`src/rtl/keynsham_irq_arbiter_pkg.sv`:
```
// keynsham_irq_arbiter_pkg: register offsets and CLAIM word layout shared by RTL, bench and software tests
package keynsham_irq_arbiter_pkg;
   localparam logic [1:0] REG_STATUS = 2'd0;
   localparam logic [1:0] REG_ENABLE = 2'd1;
   localparam logic [1:0] REG_CLAIM  = 2'd2;
   localparam logic [1:0] REG_EOI    = 2'd3;
   localparam int CLAIM_VALID_BIT = 31;

   function automatic logic [31:0] claim_word(input logic valid, input logic [4:0] id);
      return valid ? ((32'd1 << CLAIM_VALID_BIT) | 32'(id)) : 32'd0;
   endfunction
endpackage

```
`src/rtl/keynsham_rr_pick.sv`:
```
// keynsham_rr_pick: picks the first set request at or above ptr, wrapping at nr_sources
module keynsham_rr_pick #(
   parameter int nr_sources = 4,
   localparam int pw = $clog2(nr_sources)
) (
   input  logic [nr_sources-1:0] req,
   input  logic [pw-1:0]         ptr,
   output logic                  valid,
   output logic [4:0]            id
);
   logic [2*nr_sources-1:0] dbl;
   logic [nr_sources-1:0]   rot;
   logic [pw-1:0]           off, sel;

   // rotate so ptr lands on bit 0, then a plain lowest-set search; the sum wraps because nr_sources is a power of two
   always_comb begin
      dbl = {req, req} >> ptr;
      rot = dbl[nr_sources-1:0];
      off = '0;
      for (int i = nr_sources - 1; i >= 0; i--)
         if (rot[i]) off = pw'(i);
      sel = off + ptr;
      valid = |req;
      id = 5'(sel);
   end
endmodule

```
`src/rtl/keynsham_irq_arbiter.sv`:
```
// keynsham_irq_arbiter: edge-capturing interrupt arbiter on the Keynsham bus.
// KEYNSHAM_IRQ_ARB_ROUND_ROBIN_EN selects a rotating claim pointer; otherwise lowest index wins.
module keynsham_irq_arbiter
   import keynsham_irq_arbiter_pkg::*;
#(
   parameter logic [31:0] bus_address = 32'h0,
   parameter logic [31:0] bus_size    = 32'h0,
   parameter int          nr_sources  = 4
) (
   input  logic                  clk,
   input  logic                  rst,
   input  logic                  bus_access,
   output logic                  bus_cs,
   input  logic [29:0]           bus_addr,
   input  logic [31:0]           bus_wr_val,
   input  logic                  bus_wr_en,
   input  logic [3:0]            bus_bytesel,
   output logic                  bus_error,
   output logic                  bus_ack,
   output logic [31:0]           bus_data,
   input  logic [nr_sources-1:0] irq_src,
   output logic                  irq_out
);
   localparam int pw = $clog2(nr_sources);

   logic [nr_sources-1:0] pending, enable, prev, masked, rise, clr, lane, pick_hot;
   logic [pw-1:0]         ptr;
   logic                  valid, acc, wr_err, claim, eoi, en_wr, unused_bits;
   logic [4:0]            id;
   logic [1:0]            sel;
   logic [31:0]           rdata;

   // bus_size of 0 makes the mask zero, so the block then answers every address
   assign bus_cs = ((({bus_addr, 2'b00} ^ bus_address) & ~(bus_size - 32'd1)) == 32'd0);
   assign sel = bus_addr[1:0];
   assign acc = bus_access & bus_cs;
   assign masked = pending & enable;
   assign irq_out = |masked;
   assign rise = irq_src & ~prev;
   assign unused_bits = ^{bus_wr_val, bus_bytesel};

   keynsham_rr_pick #(.nr_sources(nr_sources)) u_pick (
      .req  (masked),
      .ptr  (ptr),
      .valid(valid),
      .id   (id)
   );

   always_comb begin
      wr_err = acc & bus_wr_en & (sel == REG_STATUS || sel == REG_CLAIM);
      claim = acc & ~bus_wr_en & (sel == REG_CLAIM) & valid;
      eoi = acc & bus_wr_en & (sel == REG_EOI);
      en_wr = acc & bus_wr_en & (sel == REG_ENABLE);
      pick_hot = claim ? ({{(nr_sources-1){1'b0}}, 1'b1} << id) : '0;
      clr = pick_hot | (eoi ? bus_wr_val[nr_sources-1:0] : '0);
      for (int i = 0; i < nr_sources; i++) lane[i] = bus_bytesel[i/8];
      rdata = (sel == REG_STATUS) ? 32'(pending) :
              (sel == REG_ENABLE) ? 32'(enable) :
              (sel == REG_CLAIM)  ? claim_word(valid, id) : 32'd0;
   end

   // rising edges are OR'd in after the clear so a simultaneous set wins
   always_ff @(posedge clk or negedge rst) begin
      if (!rst) begin
         pending   <= '0;
         enable    <= '0;
         prev      <= '0;
         bus_ack   <= 1'b0;
         bus_error <= 1'b0;
         bus_data  <= '0;
      end else begin
         prev      <= irq_src;
         pending   <= (pending & ~clr) | rise;
         enable    <= en_wr ? ((enable & ~lane) | (bus_wr_val[nr_sources-1:0] & lane)) : enable;
         bus_ack   <= acc;
         bus_error <= wr_err;
         bus_data  <= (acc & ~bus_wr_en) ? rdata : '0;
      end
   end

`ifdef KEYNSHAM_IRQ_ARB_ROUND_ROBIN_EN
   always_ff @(posedge clk or negedge rst) begin
      if (!rst) ptr <= '0;
      else if (claim) ptr <= pw'(id) + pw'(1);
   end
`else
   assign ptr = '0;
`endif
endmodule

```
`config.mk`:
```
export PLATFORM = sky130hd
export DESIGN_NAME = keynsham_irq_arbiter
export DESIGN_NICKNAME = d
export VERILOG_FILES = /design/src/rtl/keynsham_irq_arbiter_pkg.sv /design/src/rtl/keynsham_rr_pick.sv /design/src/rtl/keynsham_irq_arbiter.sv
export SDC_FILE = /design/constraint.sdc
export NUM_CORES = 1
export LEC_CHECK = 0
export BUFFER_PORTS_ARGS = -buffer_cell sky130_fd_sc_hd__buf_2
export CAP_MARGIN = 20
export CORE_UTILIZATION = 38
export CTS_BUF_LIST = sky130_fd_sc_hd__clkbuf_4 sky130_fd_sc_hd__clkbuf_8 sky130_fd_sc_hd__clkbuf_16
export DETAILED_ROUTE_END_ITERATION = 10
export GPL_TIMING_DRIVEN = 0
export MAX_ROUTING_LAYER = met4
export PLACE_DENSITY = 0.86
export SKIP_LAST_GASP = 1
export SLEW_MARGIN = 20
export SYNTH_ARGS = -nofsm -noshare
export SYNTH_HDL_FRONTEND = slang
export SYNTH_SLANG_ARGS = --single-unit
```
`constraint.sdc`:
```
create_clock -name clk -period 3.05 [get_ports clk]
set_input_delay 0.305 -clock clk [delete_from_list [all_inputs] [get_ports clk]]
set_output_delay 0.305 -clock clk [all_outputs]
set_load 0.01 [all_outputs]
```
==> metrics.md, run 1 <==
| Metric | Value |
|---|---|
| Critical path fanouts, max | `5` |
| Mapped Area | `1070 um2` |
| Floorplan die width | `55.1 um` |
| Synth area leaders | `dfrtp_1 (44%), buf_4 (20%), mux2_4 (5.6%), nand2_1 (4.2%), buf_6 (2.1%)` |
| R2R Setup Slk | `1.82 ns` |
| Clk pwr share | `22.1%` |
| Wire per inst | `10.3 um` |
| Synth async-reset ratio | `100%` |
| Detailed-route wire length | `1870 um` |
| Req. time, crit path | `2.74 ns` |
| I/O Buffers | `20` |
| Sw power | `0.175 mW` |
| Antenna Nets Post-Route | `0` |
| CP Depth | `4` |
| CTS tree | `built` |
| Root Driver | `clkbuf_4` |
| Cells after synthesis | `101` |
| Crit. End Element | `output port` |
| Status | `complete, no violations` |
| GR Overflow Total | `0` |
| Die Y | `55.1 um` |
| Post-Route Utilization | `52.4%` |
| Setup violations, final | `0` |
| Net Sw Frac | `30.4%` |
| Crit path time final | `1.63 ns` |
| DRT iter0 DRCs | `5` |
| Pint | `0.401 mW` |
| Setup crit start kind | `register` |
| Final period utilization | `53.3%` |
| Drt first pass iters | `4` |
| Largest net degree at the start of global routing | `20` |
| Total track usage | `14.0%` |
| Critical path arrival | `1.32 ns` |
| Final Skew | `0.00314 ns` |
| Final GP Congestion | `0.855` |
| Critical path type | `reg2out` |
| Crit-path max cell delay | `0.44 ns` |
| Post-synth top area share | `44.3%` |
| Most frequent cells after synthesis | `buf_4 (28), dfrtp_1 (19), nand2_1 (12)` |
| CTS Hold Bufs | `1` |
| Ys flop type | `dfrtp_1` |
| Yosys reg bits | `19` |
| Area leader, netlist | `dfrtp_1` |
| Std cell rows | `18` |
| Min-Delay Path Class | `in2reg` |
| Area Growth Syn to Fin | `25.4%` |
| Initial antenna violation count | `0` |
| Max Freq | `615 MHz` |
| Final WS setup | `1.42 ns` |
| Seq/Total Area, Yosys | `44.3%` |
| Starting Density | `41.8%` |
| Max-Cap Viols | `0` |
| PD cells | `428 nW/um2` |
| Vias in the first global route | `662` |
| Logic pwr share | `26.0%` |
| Flop pwr share | `51.9%` |
| Hold_ws | `0.113 ns` |
| N_diodes | `0` |
| Post_cts resized | `0` |
| Drt via density | `4.20` |
| Nets | `227` |
| Worst skew pair latency | `0.30 ns` |
| Max-slew violations | `0` |
| Worst r2r dst | `pending[3]` |
| Post-synth cell types | `27` |
| CTS sink count | `19` |
| Buf+Inv Stages, Crit Path | `1` |
| Peak VDD IR | `0.325 mV` |
| Reg2reg path depth | `4` |
| Core area | `2570 um2` |
| Die area | `3040 um2` |
| Min-delay src | `irq_src[1]` |
| Count leader, synth | `buf_4` |
| Critical Path End | `irq_out` |
| Crit path cell chain | `nand2_1 -> and2_1 -> nand3_1 -> buf_2` |
| P_leak | `0.754 nW` |
| First-pass GRT wire length | `2910 um` |
| CTS buffer count | `3` |
| Remaining DRCs | `0` |
| Ys Warns | `0` |
| Post-CTS setup buffers | `0` |
| Syn Area/Cell | `10.6 um2` |
| DR vias | `765` |
| CTS clk-pin slew, worst paths | `0.10 ns` |
| RSZ-0062 raised after global routing | `false` |
| Hold Vio Cnt, Final | `0` |
| H-tree Lvls | `1` |
| Buffer depth of the longest clock path | `2` |
| Slowest CP cell | `dfrtp_1` |
| Worst slack, placed | `1.73 ns` |
| Share of cells above drive strength 1 | `41.4%` |
| Delay-heaviest family, CP | `flip-flops` |
| Post-DP HPWL | `1480 um` |
| IO Pins | `110` |
| Sum Neg Setup Slack | `0 ns` |
| Post-synth EDFFs | `0` |
[how the worst min path moves through the flow]
stage,to,cells past startpoint
floorplan,async pin,0
global placement,async pin,1
detailed placement,bus_data[3],1
CTS,prev[1],1
global route,prev[0],1
finish,prev[1],1
[area by class of cell]
cell class	count	area (um2)
repair buffers	21	110
multi-input cells	73	443
inverters	5	18.8
flip-flops and latches	19	475
fillers	251	1220
plain buffers	30	233
clock buffers	3	22.5
well taps	30	37.5
clock inverters	1	5.00
[cell usage in the layout (no fill, tap or decap)]
master and count:
buf_4 28, conb_1 28, buf_2 20, dfrtp_1 19, nand2_1 12, inv_1 4, mux2_4 4, nand3_1 3
a21oi_1 3, clkbuf_4 3, buf_6 2, nor2_1 2, and2_1 2, a32o_1 2, a22o_1 2, mux2i_1 2
nor3_1 2, inv_2 1, nand2b_4 1, nor3_4 1, a32oi_1 1, a22oi_1 1, a221oi_1 1, o21bai_1 1
a31oi_1 1, o21ai_0 1, nor2b_4 1, nand4_1 1, nand4_4 1, clkinv_2 1, dlygate4sd3_1 1
[power by group through the flow]
stage,registers (mW),clock network (mW),logic [mW]
final,0.299,0.127,0.150
after floorplan,0.299,0,0.111
after CTS,0.298,0.132,0.150
after global routing,0.303,0.143,0.167
after detailed placement,0.302,0,0.148
after global placement,0.299,0,0.144
[layer usage]
metal | global-route usage, % | routed length, um | share of wire [%] | vias to the layer above
li1 | - | - | - | 385
met1 | 17.1 | 814 | 44 | 335
met2 | 22.5 | 846 | 45 | 43
met3 | 2.46 | 186 | 10 | 2
met4 | 6.25 | 21 | 1.1 | 0
met5 | - | 0 | 0 | -
[metrics by stage]
step	instance area, um2	std cells	power (mW)
floorplan	1170	127	0.410
global placement	1310	177	0.444
detailed placement	1310	177	0.450
global route	1350	182	0.613
finish	1350	182	0.576
CTS	1350	182	0.579
[cells by family after synthesis]
group	Yosys count	synth area share [%]
AO/OA/AOI/OAI	13	8.99
other	2	0.700
AND/OR/NAND/NOR	26	15.1
multiplexers	6	7.47
buffers and inverters	35	23.5
flip-flops	19	44.3
Note: power is estimated with default switching activity, not from simulation.
==> run 2, diff against run 1 <==
--- a/config.mk
+++ b/config.mk
@@ -7,12 +7,12 @@
 export LEC_CHECK = 0
 export BUFFER_PORTS_ARGS = -buffer_cell sky130_fd_sc_hd__buf_2
 export CAP_MARGIN = 20
-export CORE_UTILIZATION = 38
+export CORE_UTILIZATION = 35
 export CTS_BUF_LIST = sky130_fd_sc_hd__clkbuf_4 sky130_fd_sc_hd__clkbuf_8 sky130_fd_sc_hd__clkbuf_16
 export DETAILED_ROUTE_END_ITERATION = 10
 export GPL_TIMING_DRIVEN = 0
 export MAX_ROUTING_LAYER = met4
-export PLACE_DENSITY = 0.86
+export PLACE_DENSITY = 0.8
 export SKIP_LAST_GASP = 1
 export SLEW_MARGIN = 20
 export SYNTH_ARGS = -nofsm -noshare
==> constraint.sdc (replaced) <==
create_clock -name clk -period 1.6 [get_ports clk]
set_input_delay 0.16 -clock clk [delete_from_list [all_inputs] [get_ports clk]]
set_output_delay 0.16 -clock clk [all_outputs]
set_load 0.01 [all_outputs]
==> run 2 against run 1 <==
The run now ends with DRC left. Global-route usage is 2.3 points lower. Non-clock buffer count is 4 higher. Via count is 1.6% higher. Sequential power is 89% higher. Combinational power is 96% higher. Largest cell class unchanged.
==> metrics.md, run 2 (synthesis gave the netlist of run 1 again) <==
| Metric | Value |
|---|---|
| Status | `finished with violations` |
| Failing checks | `DRC` |
| Hold Vio Cnt, Final | `0 (unchanged)` |
| Core area | `2830 um2 (+10%)` |
| Logic pwr share | `26.8% (+0.8 points)` |
| Initial antenna violation count | `0 (unchanged)` |
| Wire per inst | `9.65 um (-5.9%)` |
| Pint | `0.770 mW (+92%)` |
| CTS tree | `built` |
| Max-Cap Viols | `0 (unchanged)` |
| Footprint of the multi-input gates | `443 um2 (unchanged)` |
| Max-slew violations | `0 (unchanged)` |
| Critical path arrival | `1.31 ns (about the same)` |
| DRT iter0 DRCs | `29 (+24)` |
| Hold Path Depth | `1 (unchanged)` |
| Floorplan die width | `57.4 um (+4.0%)` |
| Post-Route Utilization | `49.0% (-3.4 points)` |
| Crit-path max cell delay | `0.44 ns (about the same)` |
| Final Skew | `0.000682 ns (-0.00246 ns)` |
| Nets | `231 (+1.8%)` |
| Reg2reg path depth | `4 (unchanged)` |
| Sw power | `0.325 mW (+86%)` |
| Die Y | `57.4 um (+4.0%)` |
| Met2 Use GR | `19.6% (-2.9 points)` |
| Starting Density | `37.9% (-3.9 points)` |
| Setup violations, final | `0 (unchanged)` |
| Final period utilization | `91.8%` |
| CTS clk-pin slew, worst paths | `0.10 ns (about the same)` |
| GR Overflow Total | `0 (unchanged)` |
| CTS sink count | `19 (unchanged)` |
| Largest net degree at the start of global routing | `20 (unchanged)` |
| Filler instances | `272 (+8.4%)` |
| Min-Delay Path Class | `in2reg` |
| Post-DP HPWL | `1440 um (-2.7%)` |
| Peak VDD IR | `0.316 mV (-2.8%)` |
| CTS buffer count | `3 (unchanged)` |
| IO Pins | `110 (unchanged)` |
| Root Driver | `clkbuf_4` |
| Remaining DRCs | `9 (+9)` |
| Antenna Nets Post-Route | `0 (unchanged)` |
| Drt first pass iters | `7 (+3)` |
| P_leak | `0.771 nW (+2.2%)` |
| Most Crowded Layer GR | `met2` |
| First-pass GRT wire length | `2840 um (-2.4%)` |
| Vias in the first global route | `648 (-2.1%)` |
| N_diodes | `0 (unchanged)` |
| Flop pwr share | `51.7% (-0.2 points)` |
| Register area | `475 um2 (unchanged)` |
| Sum Neg Setup Slack | `0 ns (unchanged)` |
| Detailed-route wire length | `1810 um (-3.3%)` |
| Share of cells above drive strength 1 | `40.4% (-1.1 points)` |
| Area Growth Syn to Fin | `29.3%` |
| Drt via density | `4.16 (-1.1%)` |
| Post-DP Area | `1310 um2 (about the same)` |
| Slowest CP cell | `dfrtp_1` |
| PD cells | `790 nW/um2 (+85%)` |
| Post-CTS setup buffers | `0 (unchanged)` |
| Worst skew pair latency | `0.29 ns (about the same)` |
| Clk pwr share | `21.5% (-0.6 points)` |
| Non-filler instance count after layout | `187 (+2.7%)` |
| Met1 usage | `13.7% (-3.4 points)` |
| Buffer depth of the longest clock path | `2 (unchanged)` |
| H-tree Lvls | `1 (unchanged)` |
| Req. time, crit path | `1.44 ns (-1.30 ns)` |
| RSZ-0062 raised after global routing | `false` |
| Crit. End Element | `output port` |
| Crit path time final | `1.47 ns` |
| Most frequent cells in the layout | `buf_4 (28), conb_1 (28), buf_2 (20)` |
| Std cell rows | `19 (+1)` |
| Critical path fanouts, max | `5 (unchanged)` |
| Setup crit start kind | `register` |
| Net Sw Frac | `29.7% (-0.70 points)` |
| DR vias | `777 (+1.6%)` |
| Critical path type | `reg2out` |
| Dpl cells | `178 (+0.56%)` |
| Grt met3 use | `1.36% (-1.1 points)` |
| Final GP Congestion | `0.833 (-2.6%)` |
| I/O Buffers | `20 (unchanged)` |
| Die area | `3290 um2 (+8.3%)` |
| Fin area | `1390 um2 (+3.1%)` |
| Total track usage | `11.7% (-2.3 points)` |
| Max Freq | `681 MHz` |
| Crit path cell chain | `nand2_1 -> and2_1 -> nand3_1 -> buf_2` |
## run 2: cell types whose count changed in the layout (fill, tap and decap cells not counted)
cell           change
dlygate4sd3_1      +4
## run 2: per-stage QoR
stage,power (mW),setup WS [ns],hold slack [ns]
6_report,1.10,0.132,0.0495
2_1_floorplan,0.781,0.511,-0.136
3_5_place_dp,0.858,0.392,0.112
3_3_place_gp,0.847,0.424,0.104
4_1_cts,1.11,0.129,0.0414
5_1_grt,1.17,0.0392,0.0379
## run 2: power by group through the flow
stage | clock (mW) | sequential [mW] | combinational [mW]
after floorplan | 0 | 0.569 | 0.212
after global placement | 0 | 0.571 | 0.276
after detailed placement | 0 | 0.573 | 0.284
after CTS | 0.247 | 0.565 | 0.294
after global routing | 0.268 | 0.573 | 0.324
final | 0.236 | 0.566 | 0.294
## run 2: what timing repair did
item                                   4_1_cts  5_1_grt
hold buffers                                 5        0
gates resized for setup                      0        0
endpoints found under the hold margin       23        0
## run 2: per-layer routing
metal	vias to the layer above	share of wire, %
li1	391	-
met1	338	41
met2	44	48
met3	4	9.7
met4	0	1.9
met5	-	0
## run 2: final timing paths
check / start / slack (ns) / to
min reg2reg: pending[1] / 0.54 / pending[1]
max in group asynchronous: rst / 1.01 / pending[1]
min in group asynchronous: rst / 0.31 / bus_data[2]
max: register / 0.13 / irq_out
max reg2reg: register / 0.37 / pending[3]
min: bus_access / 0.05 / bus_ack
## run 2: area by class of cell
cell class                 count  share of cell area (%)
sequential                    19                    34.3
multi-input combinational     73                    31.9
buffer                        30                    16.8
timing repair buffer          25                    10.8
tap                           31                    2.80
clock buffer                   3                    1.62
inverter                       5                    1.35
clock inverter                 1                   0.361
## run 2: critical path, delay by kind of cell, from the launching register on
kind | cells | cell delay [ns]
buffers and inverters | 1 | 0.15
flip-flops | 1 | 0.44
AND/OR/NAND/NOR | 3 | 0.42
==> run 3, diff against run 2 <==
--- a/config.mk
+++ b/config.mk
@@ -7,12 +7,14 @@
 export LEC_CHECK = 0
 export BUFFER_PORTS_ARGS = -buffer_cell sky130_fd_sc_hd__buf_2
 export CAP_MARGIN = 20
-export CORE_UTILIZATION = 35
+export CELL_PAD_IN_SITES_DETAIL_PLACEMENT = 1
+export CELL_PAD_IN_SITES_GLOBAL_PLACEMENT = 1
+export CORE_UTILIZATION = 23
 export CTS_BUF_LIST = sky130_fd_sc_hd__clkbuf_4 sky130_fd_sc_hd__clkbuf_8 sky130_fd_sc_hd__clkbuf_16
 export DETAILED_ROUTE_END_ITERATION = 10
 export GPL_TIMING_DRIVEN = 0
 export MAX_ROUTING_LAYER = met4
-export PLACE_DENSITY = 0.8
+export PLACE_DENSITY_LB_ADDON = 0.1
 export SKIP_LAST_GASP = 1
 export SLEW_MARGIN = 20
 export SYNTH_ARGS = -nofsm -noshare
==> run 3 against run 2 <==
The run now ends clean. Global-route usage is 1.4 points lower. Clock power is 43% higher. Final cell count is 9.1% higher. Fmax is 2.6% higher. Critical path type unchanged.
==> metrics.md, run 3 (synthesis gave the netlist of run 1 again) <==
| Metric | Value |
|---|---|
| Status | `complete, no violations` |
| R2R Setup Slk | `0.35 ns (-0.02 ns)` |
| PD cells | `860 nW/um2 (+8.8%)` |
| Die area | `4940 um2 (+50%)` |
| Drt first pass iters | `3 (-4)` |
| Critical path arrival | `1.27 ns (-0.04 ns)` |
| CTS tree | `built` |
| CTS clk-pin slew, worst paths | `0.07 ns (-0.03 ns)` |
| Die Y | `70.3 um (+23%)` |
| Initial antenna violation count | `0 (unchanged)` |
| RSZ-0062 raised after global routing | `false` |
| Starting Density | `24.3% (-14 points)` |
| Min-Delay Path Class | `in2reg` |
| CTS Hold Bufs | `1 (-4)` |
| I/O Buffers | `20 (unchanged)` |
| H-tree Lvls | `1 (unchanged)` |
| Core area | `4410 um2 (+56%)` |
| Remaining DRCs | `0 (-9)` |
| Fin area | `1390 um2 (+0.36%)` |
| CTS buffer count | `3 (unchanged)` |
| Most frequent cells in the layout | `buf_4 (28), conb_1 (28), buf_2 (20)` |
| Max-slew violations | `0 (unchanged)` |
| Largest net degree at the start of global routing | `20 (unchanged)` |
| Detailed-route wire length | `2320 um (+28%)` |
| DR vias | `780 (+0.39%)` |
| Worst skew pair latency | `0.25 ns (-0.04 ns)` |
| Floorplan die width | `70.3 um (+23%)` |
| Critical Path End | `irq_out` |
| Crit path time final | `1.43 ns (-0.0373 ns)` |
| Vias in the first global route | `772 (+19%)` |
| Final period utilization | `89.4% (-2.3 points)` |
| Critical path type | `reg2out` |
| GR Overflow Total | `0 (unchanged)` |
| Final Skew | `0.00338 ns (+0.00270 ns)` |
| Total track usage | `10.4% (-1.4 points)` |
| Post-DP Area | `1340 um2 (+2.0%)` |
| Filler instances | `520 (+91%)` |
| Buffer depth of the longest clock path | `2 (unchanged)` |
| Post_cts resized | `0 (unchanged)` |
| Req. time, crit path | `1.44 ns (about the same)` |
| Design Power | `1.20 mW (+9.2%)` |
| Critical path fanouts, max | `5 (unchanged)` |
| Max-Cap Viols | `0 (unchanged)` |
| Post-CTS setup buffers | `0 (unchanged)` |
| Peak VDD IR | `0.306 mV (-3.0%)` |
| Max Freq | `699 MHz (+2.6%)` |
| Wire per inst | `11.4 um (+18%)` |
| Sum Neg Setup Slack | `0 ns (unchanged)` |
| Share of cells above drive strength 1 | `41.4% (+1.1 points)` |
| Final WS setup | `0.169 ns (+0.0373 ns)` |
| Crit. End Element | `output port` |
| Std cell rows | `24 (+5)` |
| Post-DP HPWL | `1780 um (+23%)` |
| Nets | `227 (-1.7%)` |
| P_leak | `0.762 nW (-1.2%)` |
| Footprint of the multi-input gates | `443 um2 (unchanged)` |
| Final GP Congestion | `0.808 (-2.9%)` |
| Setup crit start kind | `register` |
| Antenna Nets Post-Route | `0 (unchanged)` |
| Drt via density | `3.82 (-8.0%)` |
| DRT iter0 DRCs | `9 (-69%)` |
| Hold_ws | `0.0214 ns (-0.0281 ns)` |
| Worst r2r dst | `pending[3]` |
| Hold Vio Cnt, Final | `0 (unchanged)` |
| CTS sink count | `19 (unchanged)` |
| Setup violations, final | `0 (unchanged)` |
| Reg2reg path depth | `4 (unchanged)` |
| First-pass GRT wire length | `3870 um (+36%)` |
| IO Pins | `110 (unchanged)` |
| Register area | `475 um2 (unchanged)` |
| Root Driver | `clkbuf_8` |
| Worst slack, placed | `0.347 ns (-0.0449 ns)` |
| N_diodes | `0 (unchanged)` |
| Area Growth Syn to Fin | `29.8%` |
==> run 3: cell types whose count changed in the layout (fill, tap and decap cells not counted), sizes merged <==
cell / previous run / this run
dlygate4sd3: 5 / 1
==> run 3: final cells by class <==
type | count | area share [%]
flip-flops and latches | 19 | 34.2
multi-input cells | 73 | 31.8
plain buffers | 30 | 16.7
repair buffers | 21 | 7.91
well taps | 52 | 4.68
clock buffers | 3 | 2.97
inverters | 5 | 1.35
clock inverters | 1 | 0.360
==> run 3: where the power goes <==
group	switching, mW	internal, mW
combinational	0.146	0.146
sequential	0.0427	0.526
clock	0.164	0.173
==> run 3: how the worst min path moves through the flow <==
stage	startpoint	endpoint	slack, ns	depth (start not counted)
detailed placement	rst	bus_ack	0.14	1
global route	irq_src[1]	prev[1]	0.009	1
finish	irq_src[3]	prev[3]	0.02	1
floorplan	rst	async pin	-0.14	0
CTS	irq_src[3]	prev[3]	0.01	1
global placement	rst	bus_data[0]	0.12	1
==> run 3: layer usage <==
layer	wire (um)	vias up	part of all wire, %	track usage (%)
met5	0	-	0	-
met4	31	0	1.3	4.00
met3	112	2	4.8	1.88
met2	1090	29	47	15.4
met1	1080	365	47	13.9
li1	-	384	-	-
==> run 3: critical path, cell delays in order, from the launching register on <==
cell and delay [ns]:
dfrtp_1 0.44, nand2_1 0.11, and2_1 0.20, nand3_1 0.10, buf_2 0.15
==> run 3: stage by stage <==
step / util (%) / cells
floorplan: - / 127
detailed placement: 30.2 / 199
global placement: 30.2 / 199
CTS: 31.5 / 204
global route: 31.5 / 204
finish: 31.5 / 204
